<file path="src/rtl/wb_arbiter.sv">
`default_nettype none
// ============================================================================
//  Module      : wb_arbiter
//  Description : Writeback-stage arbiter. Buffers results from the ALU (src 0),
//                LSU (src 1) and MUL/DIV (src 2) in per-source FIFOs and
//                issues at most one register-file write per cycle using
//                round-robin priority. Raises wb_stall before any FIFO can
//                overflow and maintains the 64-bit retired-instruction count.
//  Ports       : clk           - clock, all state updates on the rising edge
//                rst           - asynchronous, active-low reset
//                alu_wb_inf    - src 0 result, packed exe_wb_inf_t:
//                                [38] instruction_valid, [37] register_write,
//                                [36:32] rd, [31:0] exe_result
//                mem_wb_inf    - src 1 result, same layout
//                mul_wb_inf    - src 2 result, same layout
//                wb_stall      - backpressure toward the core stall logic
//                rf_wr_en      - register-file write enable
//                rf_wr_addr    - register-file write address
//                rf_wr_data    - register-file write data
//                instret       - retired-instruction counter (wraps)
//                overflow_err  - sticky: a push was dropped at a full FIFO
//  Revision    : 1.0 - initial release
// ============================================================================
module wb_arbiter #(
    parameter int FIFO_DEPTH = 4
) (
    input  logic        clk,
    input  logic        rst,
    input  logic [38:0] alu_wb_inf,
    input  logic [38:0] mem_wb_inf,
    input  logic [38:0] mul_wb_inf,
    output logic        wb_stall,
    output logic        rf_wr_en,
    output logic [4:0]  rf_wr_addr,
    output logic [31:0] rf_wr_data,
    output logic [63:0] instret,
    output logic        overflow_err
);

    localparam int PW = $clog2(FIFO_DEPTH);
    localparam int CW = PW + 1;
    localparam int EW = 37;  // {rd, exe_result}

    localparam logic [CW-1:0] c_cnt_full  = CW'(FIFO_DEPTH);
    localparam logic [CW-1:0] c_cnt_stall = CW'(FIFO_DEPTH - 2);
    localparam logic [CW-1:0] c_cnt_one   = CW'(1);
    localparam logic [PW-1:0] c_ptr_one   = PW'(1);

    logic [38:0]   w_src      [3];
    logic [CW-1:0] w_cnt      [3];
    logic [EW-1:0] w_head     [3];
    logic          w_nonempty [3];
    logic          w_ovf_set  [3];

    logic          w_gnt_vld;
    logic [1:0]    w_gnt_idx;
    logic [EW-1:0] w_gnt_head;

    logic [1:0]    r_last_q, w_last_d;
    logic          r_rf_wr_en_q, w_rf_wr_en_d;
    logic [4:0]    r_rf_wr_addr_q, w_rf_wr_addr_d;
    logic [31:0]   r_rf_wr_data_q, w_rf_wr_data_d;
    logic [63:0]   r_instret_q, w_instret_d;
    logic          r_ovf_q, w_ovf_d;
    logic [1:0]    w_ret_cnt;

    assign w_src[0] = alu_wb_inf;
    assign w_src[1] = mem_wb_inf;
    assign w_src[2] = mul_wb_inf;

    // ------------------------------------------------------------------
    // Per-source FIFOs
    // ------------------------------------------------------------------
    for (genvar gi = 0; gi < 3; gi++) begin : g_src
        logic [PW-1:0] r_wr_ptr_q, w_wr_ptr_d;
        logic [PW-1:0] r_rd_ptr_q, w_rd_ptr_d;
        logic [CW-1:0] r_cnt_q, w_cnt_d;
        logic [EW-1:0] r_mem_q [FIFO_DEPTH];
        logic [EW-1:0] w_mem_d [FIFO_DEPTH];
        logic          w_push, w_pop, w_full, w_accept;

        always_comb begin
            w_push     = w_src[gi][38] & w_src[gi][37];
            w_pop      = w_gnt_vld & (w_gnt_idx == 2'(gi));
            w_full     = (r_cnt_q == c_cnt_full);
            // A same-cycle pop frees the head slot, so a push into a full
            // FIFO is still accepted; the write slot equals the head slot
            // and the head is read out by this same edge.
            w_accept   = w_push & (~w_full | w_pop);
            w_mem_d    = r_mem_q;
            w_wr_ptr_d = r_wr_ptr_q;
            w_rd_ptr_d = r_rd_ptr_q;
            w_cnt_d    = r_cnt_q;
            if (w_accept) begin
                w_mem_d[r_wr_ptr_q] = w_src[gi][36:0];
                w_wr_ptr_d          = r_wr_ptr_q + c_ptr_one;
            end
            if (w_pop) begin
                w_rd_ptr_d = r_rd_ptr_q + c_ptr_one;
            end
            case ({w_accept, w_pop})
                2'b10:   w_cnt_d = r_cnt_q + c_cnt_one;
                2'b01:   w_cnt_d = r_cnt_q - c_cnt_one;
                default: w_cnt_d = r_cnt_q;
            endcase
        end

        always_ff @(posedge clk or negedge rst) begin
            if (!rst) begin
                r_wr_ptr_q <= '0;
                r_rd_ptr_q <= '0;
                r_cnt_q    <= '0;
                for (int i = 0; i < FIFO_DEPTH; i++) begin
                    r_mem_q[i] <= '0;
                end
            end else begin
                r_wr_ptr_q <= w_wr_ptr_d;
                r_rd_ptr_q <= w_rd_ptr_d;
                r_cnt_q    <= w_cnt_d;
                r_mem_q    <= w_mem_d;
            end
        end

        assign w_cnt[gi]      = r_cnt_q;
        assign w_head[gi]     = r_mem_q[r_rd_ptr_q];
        assign w_nonempty[gi] = (r_cnt_q != '0);
        assign w_ovf_set[gi]  = w_push & w_full & ~w_pop;
    end

    // ------------------------------------------------------------------
    // Round-robin grant: search starts at the source after the last grant
    // ------------------------------------------------------------------
    always_comb begin
        w_gnt_vld = 1'b0;
        w_gnt_idx = 2'd0;
        case (r_last_q)
            2'd0: begin
                if      (w_nonempty[1]) begin w_gnt_vld = 1'b1; w_gnt_idx = 2'd1; end
                else if (w_nonempty[2]) begin w_gnt_vld = 1'b1; w_gnt_idx = 2'd2; end
                else if (w_nonempty[0]) begin w_gnt_vld = 1'b1; w_gnt_idx = 2'd0; end
            end
            2'd1: begin
                if      (w_nonempty[2]) begin w_gnt_vld = 1'b1; w_gnt_idx = 2'd2; end
                else if (w_nonempty[0]) begin w_gnt_vld = 1'b1; w_gnt_idx = 2'd0; end
                else if (w_nonempty[1]) begin w_gnt_vld = 1'b1; w_gnt_idx = 2'd1; end
            end
            default: begin
                if      (w_nonempty[0]) begin w_gnt_vld = 1'b1; w_gnt_idx = 2'd0; end
                else if (w_nonempty[1]) begin w_gnt_vld = 1'b1; w_gnt_idx = 2'd1; end
                else if (w_nonempty[2]) begin w_gnt_vld = 1'b1; w_gnt_idx = 2'd2; end
            end
        endcase
    end

    always_comb begin
        case (w_gnt_idx)
            2'd1:    w_gnt_head = w_head[1];
            2'd2:    w_gnt_head = w_head[2];
            default: w_gnt_head = w_head[0];
        endcase
    end

    // ------------------------------------------------------------------
    // Write port, grant pointer, retire counter, sticky overflow
    // ------------------------------------------------------------------
    always_comb begin
        w_last_d       = w_gnt_vld ? w_gnt_idx : r_last_q;
        w_rf_wr_en_d   = w_gnt_vld;
        // Address/data hold their last value when nothing is granted.
        w_rf_wr_addr_d = w_gnt_vld ? w_gnt_head[36:32] : r_rf_wr_addr_q;
        w_rf_wr_data_d = w_gnt_vld ? w_gnt_head[31:0]  : r_rf_wr_data_q;
        // Every valid instruction retires, including non-writing ones.
        w_ret_cnt      = {1'b0, w_src[0][38]} + {1'b0, w_src[1][38]} + {1'b0, w_src[2][38]};
        w_instret_d    = r_instret_q + {62'd0, w_ret_cnt};
        w_ovf_d        = r_ovf_q | w_ovf_set[0] | w_ovf_set[1] | w_ovf_set[2];
    end

    always_ff @(posedge clk or negedge rst) begin
        if (!rst) begin
            r_last_q       <= 2'd2;
            r_rf_wr_en_q   <= 1'b0;
            r_rf_wr_addr_q <= '0;
            r_rf_wr_data_q <= '0;
            r_instret_q    <= '0;
            r_ovf_q        <= 1'b0;
        end else begin
            r_last_q       <= w_last_d;
            r_rf_wr_en_q   <= w_rf_wr_en_d;
            r_rf_wr_addr_q <= w_rf_wr_addr_d;
            r_rf_wr_data_q <= w_rf_wr_data_d;
            r_instret_q    <= w_instret_d;
            r_ovf_q        <= w_ovf_d;
        end
    end

    // Two entries of headroom: one result already in flight plus one more
    // issued before the registered stall reaches the producers.
    assign wb_stall     = (w_cnt[0] >= c_cnt_stall) |
                          (w_cnt[1] >= c_cnt_stall) |
                          (w_cnt[2] >= c_cnt_stall);
    assign rf_wr_en     = r_rf_wr_en_q;
    assign rf_wr_addr   = r_rf_wr_addr_q;
    assign rf_wr_data   = r_rf_wr_data_q;
    assign instret      = r_instret_q;
    assign overflow_err = r_ovf_q;

endmodule
`default_nettype wire

</file>
<file path="config.mk">
export PLATFORM = sky130hd
export DESIGN_NAME = wb_arbiter
export DESIGN_NICKNAME = d
export VERILOG_FILES = /design/src/rtl/wb_arbiter.sv
export SDC_FILE = /design/constraint.sdc
export NUM_CORES = 1
export LEC_CHECK = 0
export CELL_PAD_IN_SITES_DETAIL_PLACEMENT = 2
export CELL_PAD_IN_SITES_GLOBAL_PLACEMENT = 2
export CORE_UTILIZATION = 38
export DETAILED_ROUTE_END_ITERATION = 10
export GPL_TIMING_DRIVEN = 0
export PLACE_DENSITY_LB_ADDON = 0.1
export SYNTH_ARGS = -nofsm -noshare
export SYNTH_HDL_FRONTEND = slang
export SYNTH_SLANG_ARGS = --single-unit
</file>
<file path="constraint.sdc">
create_clock -name clk -period 2.8 [get_ports clk]
set_input_delay 0.7 -clock clk [delete_from_list [all_inputs] [get_ports clk]]
set_output_delay 0.7 -clock clk [all_outputs]
set_load 0.02 [all_outputs]
</file>
==> impl_metrics.py, run 1 <==
metrics = {
    "layout": {
        "multi_input_area_um2": 11300,
        "fin_util_pct": 49.5,
        "final_nets": 2208,
        "regArea_um2": 14300,
        "layout_commonest_cell": "dfrtp_1",
        "area_growth_pct": 27.9,
        "final_cell_mix": "dfrtp_1, mux2_2, clkdlybuf4s50_1",
        "fillers": 6040,
        "drive_gt1_share_pct": 40.2,
    },
    "die": {
        "die_y_um": 262,
        "pin_count": 223,
        "die_w_um": 262,
        "start_util_pct": 38.7,
        "coreArea_um2": 66200,
        "rows": 94,
        "dieArea_um2": 68500,
    },
    "status": {
        "status": "finished with violations",
        "violations": "negative setup slack",
    },
    "global_route": {
        "grt_pass1_wl_um": 113000,
        "groute.usage.overall_pct": 22.1,
        "grt_max_degree": 123,
        "grt_pass1_vias": 18200,
        "antenna_found_initial": 4,
        "overflow": 0,
    },
    "route": {
        "ant_nets": 0,
        "drt_iter0_drc": 616,
        "via_per_inst": 5.35,
        "post_drt_wl_per_cell_um": 25.6,
        "via_count": 16000,
        "drtPass1Iterations": 4,
        "wl_um": 76300,
        "drc": 0,
    },
    "timing": {
        "timing.fmax_mhz": 346,
        "period_share_pct": 103,
        "rsz0062_at_grt": "yes",
        "finClkSkew_ns": 0.0162,
        "tightest_slew_ns": 0.813,
        "finalMaxSlewViolations": 0,
        "setup_viol": 106,
        "tns_ns": -3.77,
        "hold_viol": 0,
        "fin_crit_ns": 2.89,
        "setup_slack_ns": -0.0875,
        "whs_ns": 0.0425,
        "slew_headroom_pct": 45.8,
    },
    "cts": {
        "clkLatencyLatePin_ns": 0.60,
        "cts_root_buf": "clkbuf_16",
        "cts_hold_buffers": 0,
        "cts_tree": "yes",
        "cts_made_buffers": 67,
        "clk_pin_slew_ns": 0.06,
        "cts.sinks": 570,
        "clock_path_buffers": 3,
        "htree_levels": 3,
    },
    "power_and_ir_drop": {
        "vdd_drop_max_mv": 0.496,
        "power.density_nw_per_um2": 1230,
        "p_leak_nw": 14.5,
    },
    "setup_path": {
        "reg2reg_slack_ns": -0.09,
        "critPathLaunchType": "register",
        "arrival_ns": 3.36,
        "crit_path_top_delay_cell": "or4b_4",
        "rr_worst_depth": 11,
        "end_kind": "register",
        "cpPeakStageDelay_ns": 0.49,
        "worst-setup-path-type": "register to register",
        "crit_top_cell": "buf_12",
        "cp_cell_sequence": "nor3_4 > o21bai_1 > a21oi_2 > inv_2 > ha_4 > or4b_4 > nor2b_4 > buf_12 > nand2_8 > buf_12 > mux2_2",
        "worst-path-max-fanout": 10,
        "reg2reg_from": "g_src[1].r_cnt_q[1]",
        "crit_required_ns": 3.28,
        "regToRegEndpoint": "g_src[0].r_mem_q[84]",
    },
    "synth": {
        "yosysTopAreaCell": "dfrtp_1",
        "yosys-top-cells-area": "dfrtp_1, mux2_2, mux4_2",
        "ys.flop_type": "dfrtp_1",
        "avgSynthCellArea_um2": 14.9,
        "async_reset_ff_share_pct": 100,
        "synth-seq-cells": 570,
        "seq_area_frac_synth_pct": 55.6,
        "ys.warnings.count": 0,
        "syn-cell-area_um2": 25600,
        "syn-num-nets": 1860,
        "synth-edff-count": 0,
        "synth_cell_types": 46,
        "syn_inst": 1717,
        "synth_top_cell_area_share_pct": 55.5,
    },
    "placed_design": {
        "place_hpwl_um": 50100,
        "port_buffers": 222,
        "gp_congestion": 0.773,
    },
    "min_path": {
        "hp-class": "input port to asynchronous set/reset pin",
    },
    "flow_run": {
        "cap_violations": 0,
    },
}
[worst max path at each step]
stage                   startpoint  slack, ns                    end
6_report       g_src[1].r_cnt_q[1]      -0.09   g_src[0].r_mem_q[84]
5_1_grt        g_src[0].r_cnt_q[2]      -0.14    g_src[1].r_cnt_q[2]
4_1_cts        g_src[1].r_cnt_q[0]      -0.02  g_src[0].r_mem_q[102]
3_5_place_dp        alu_wb_inf[38]      -1.10            instret[50]
3_3_place_gp                   rst     -24.40   g_src[0].r_mem_q[34]
2_1_floorplan       alu_wb_inf[38]       0.01            instret[32]
[what timing repair did]
item                                    CTS  global route
buffers inserted                         36            15
endpoints found under the setup margin  514           247
pin swaps                                16             9
resized for setup                        74           144
gates cloned                              2             8
[metrics by stage]
stage / cell area, µm² / total power, mW / instances / worst slack (ns)
global route: 32800 / 42.6 / 2978 / -0.142
finish: 32800 / 40.2 / 2980 / -0.0875
CTS: 32000 / 39.7 / 2959 / -0.0202
global placement: 28900 / 28.7 / 2803 / -24.40
floorplan: 25600 / 23.9 / 1717 / 0.0145
detailed placement: 29100 / 29.5 / 2808 / -1.10
[cells by family (layout without fill, tap and decap cells)]
group / Yosys count / in the layout / share of synthesized area [%]
compound gates: 124 / 124 / 2.95
simple gates: 247 / 249 / 5.20
other cells: 0 / 4 / 0
fa+ha+maj: 24 / 24 / 1.32
buf+inv: 115 / 508 / 2.82
xor+xnor: 79 / 79 / 2.70
mux: 558 / 558 / 29.4
flops: 570 / 570 / 55.6
[where the power goes]
part           total [mW]  switching [mW]  internal (mW)  leakage, nW
clock network        9.20            3.50           5.70         1.15
logic                16.7            7.80           8.87         6.40
registers            14.3            2.22           12.1         6.95
total                40.2            13.5           26.7         14.5
[area by class of cell]
type,count,area share (%)
diodes,4,0.0305
plain buffers,83,2.08
clock buffers,100,6.27
clock inverters,16,0.790
inverters,24,0.275
multi-input cells,1034,34.4
flip-flops and latches,570,43.5
well taps,864,3.30
repair buffers,285,9.29
[state kept, by name, summed over array words and instances (netlist names)]
signal,count
rf_wr_data,32
g_src.r_wr_ptr_q,6
instret,64
overflow_err,1
rf_wr_addr,5
r_last_q,2
g_src.r_mem_q,444
rf_wr_en,1
g_src.r_rd_ptr_q,6
g_src.r_cnt_q,9
[synth_stat cells, types with 2 or more instances]
cell type / number
dfrtp_1: 569
nand2_8: 4
nand4_2: 2
mux2_1: 8
nor4_4: 2
nand2_1: 108
xor2_1: 31
nand4_1: 18
fa_1: 5
nor4_1: 2
nor4_2: 2
mux4_2: 111
xnor2_1: 48
nor3_2: 3
nand2_2: 8
o21ai_0: 78
nor2_1: 24
a21oi_1: 3
or2_2: 2
buf_1: 6
a22oi_1: 37
nand3_1: 30
buf_2: 48
nor3_1: 8
buf_12: 13
and3_1: 14
buf_4: 5
and4_1: 6
and2_1: 7
mux2i_1: 3
a31oi_4: 2
nor2b_1: 2
mux2_2: 436
inv_1: 24
ha_1: 19
clkbuf_1: 19
[worst max-delay path: cells and delay by family, from the launching register on]
family | cells | cell delay (ns)
fa+ha+maj | 1 | 0.17
mux | 1 | 0.34
simple gates | 4 | 1.08
compound gates | 2 | 0.32
buf+inv | 3 | 0.42
flops | 1 | 0.42
[per-layer routing]
layer	track usage [%]	vias up	routed length, µm	share of wire, %
met5	0	-	25	0.033
met4	6.36	4	1680	2.2
met3	3.98	100	3130	4.1
met2	36.7	276	38100	50
met1	29.5	8607	33400	44
li1	-	6966	-	-
Power figures use the tool's default switching activity.
==> run 2: changes to the inputs <==
Settings changed: ABC_CLOCK_PERIOD_IN_PS set to 2800.
==> results of run 2 <==
No change in the layout: final DEF, timing and power equal those of run 1.
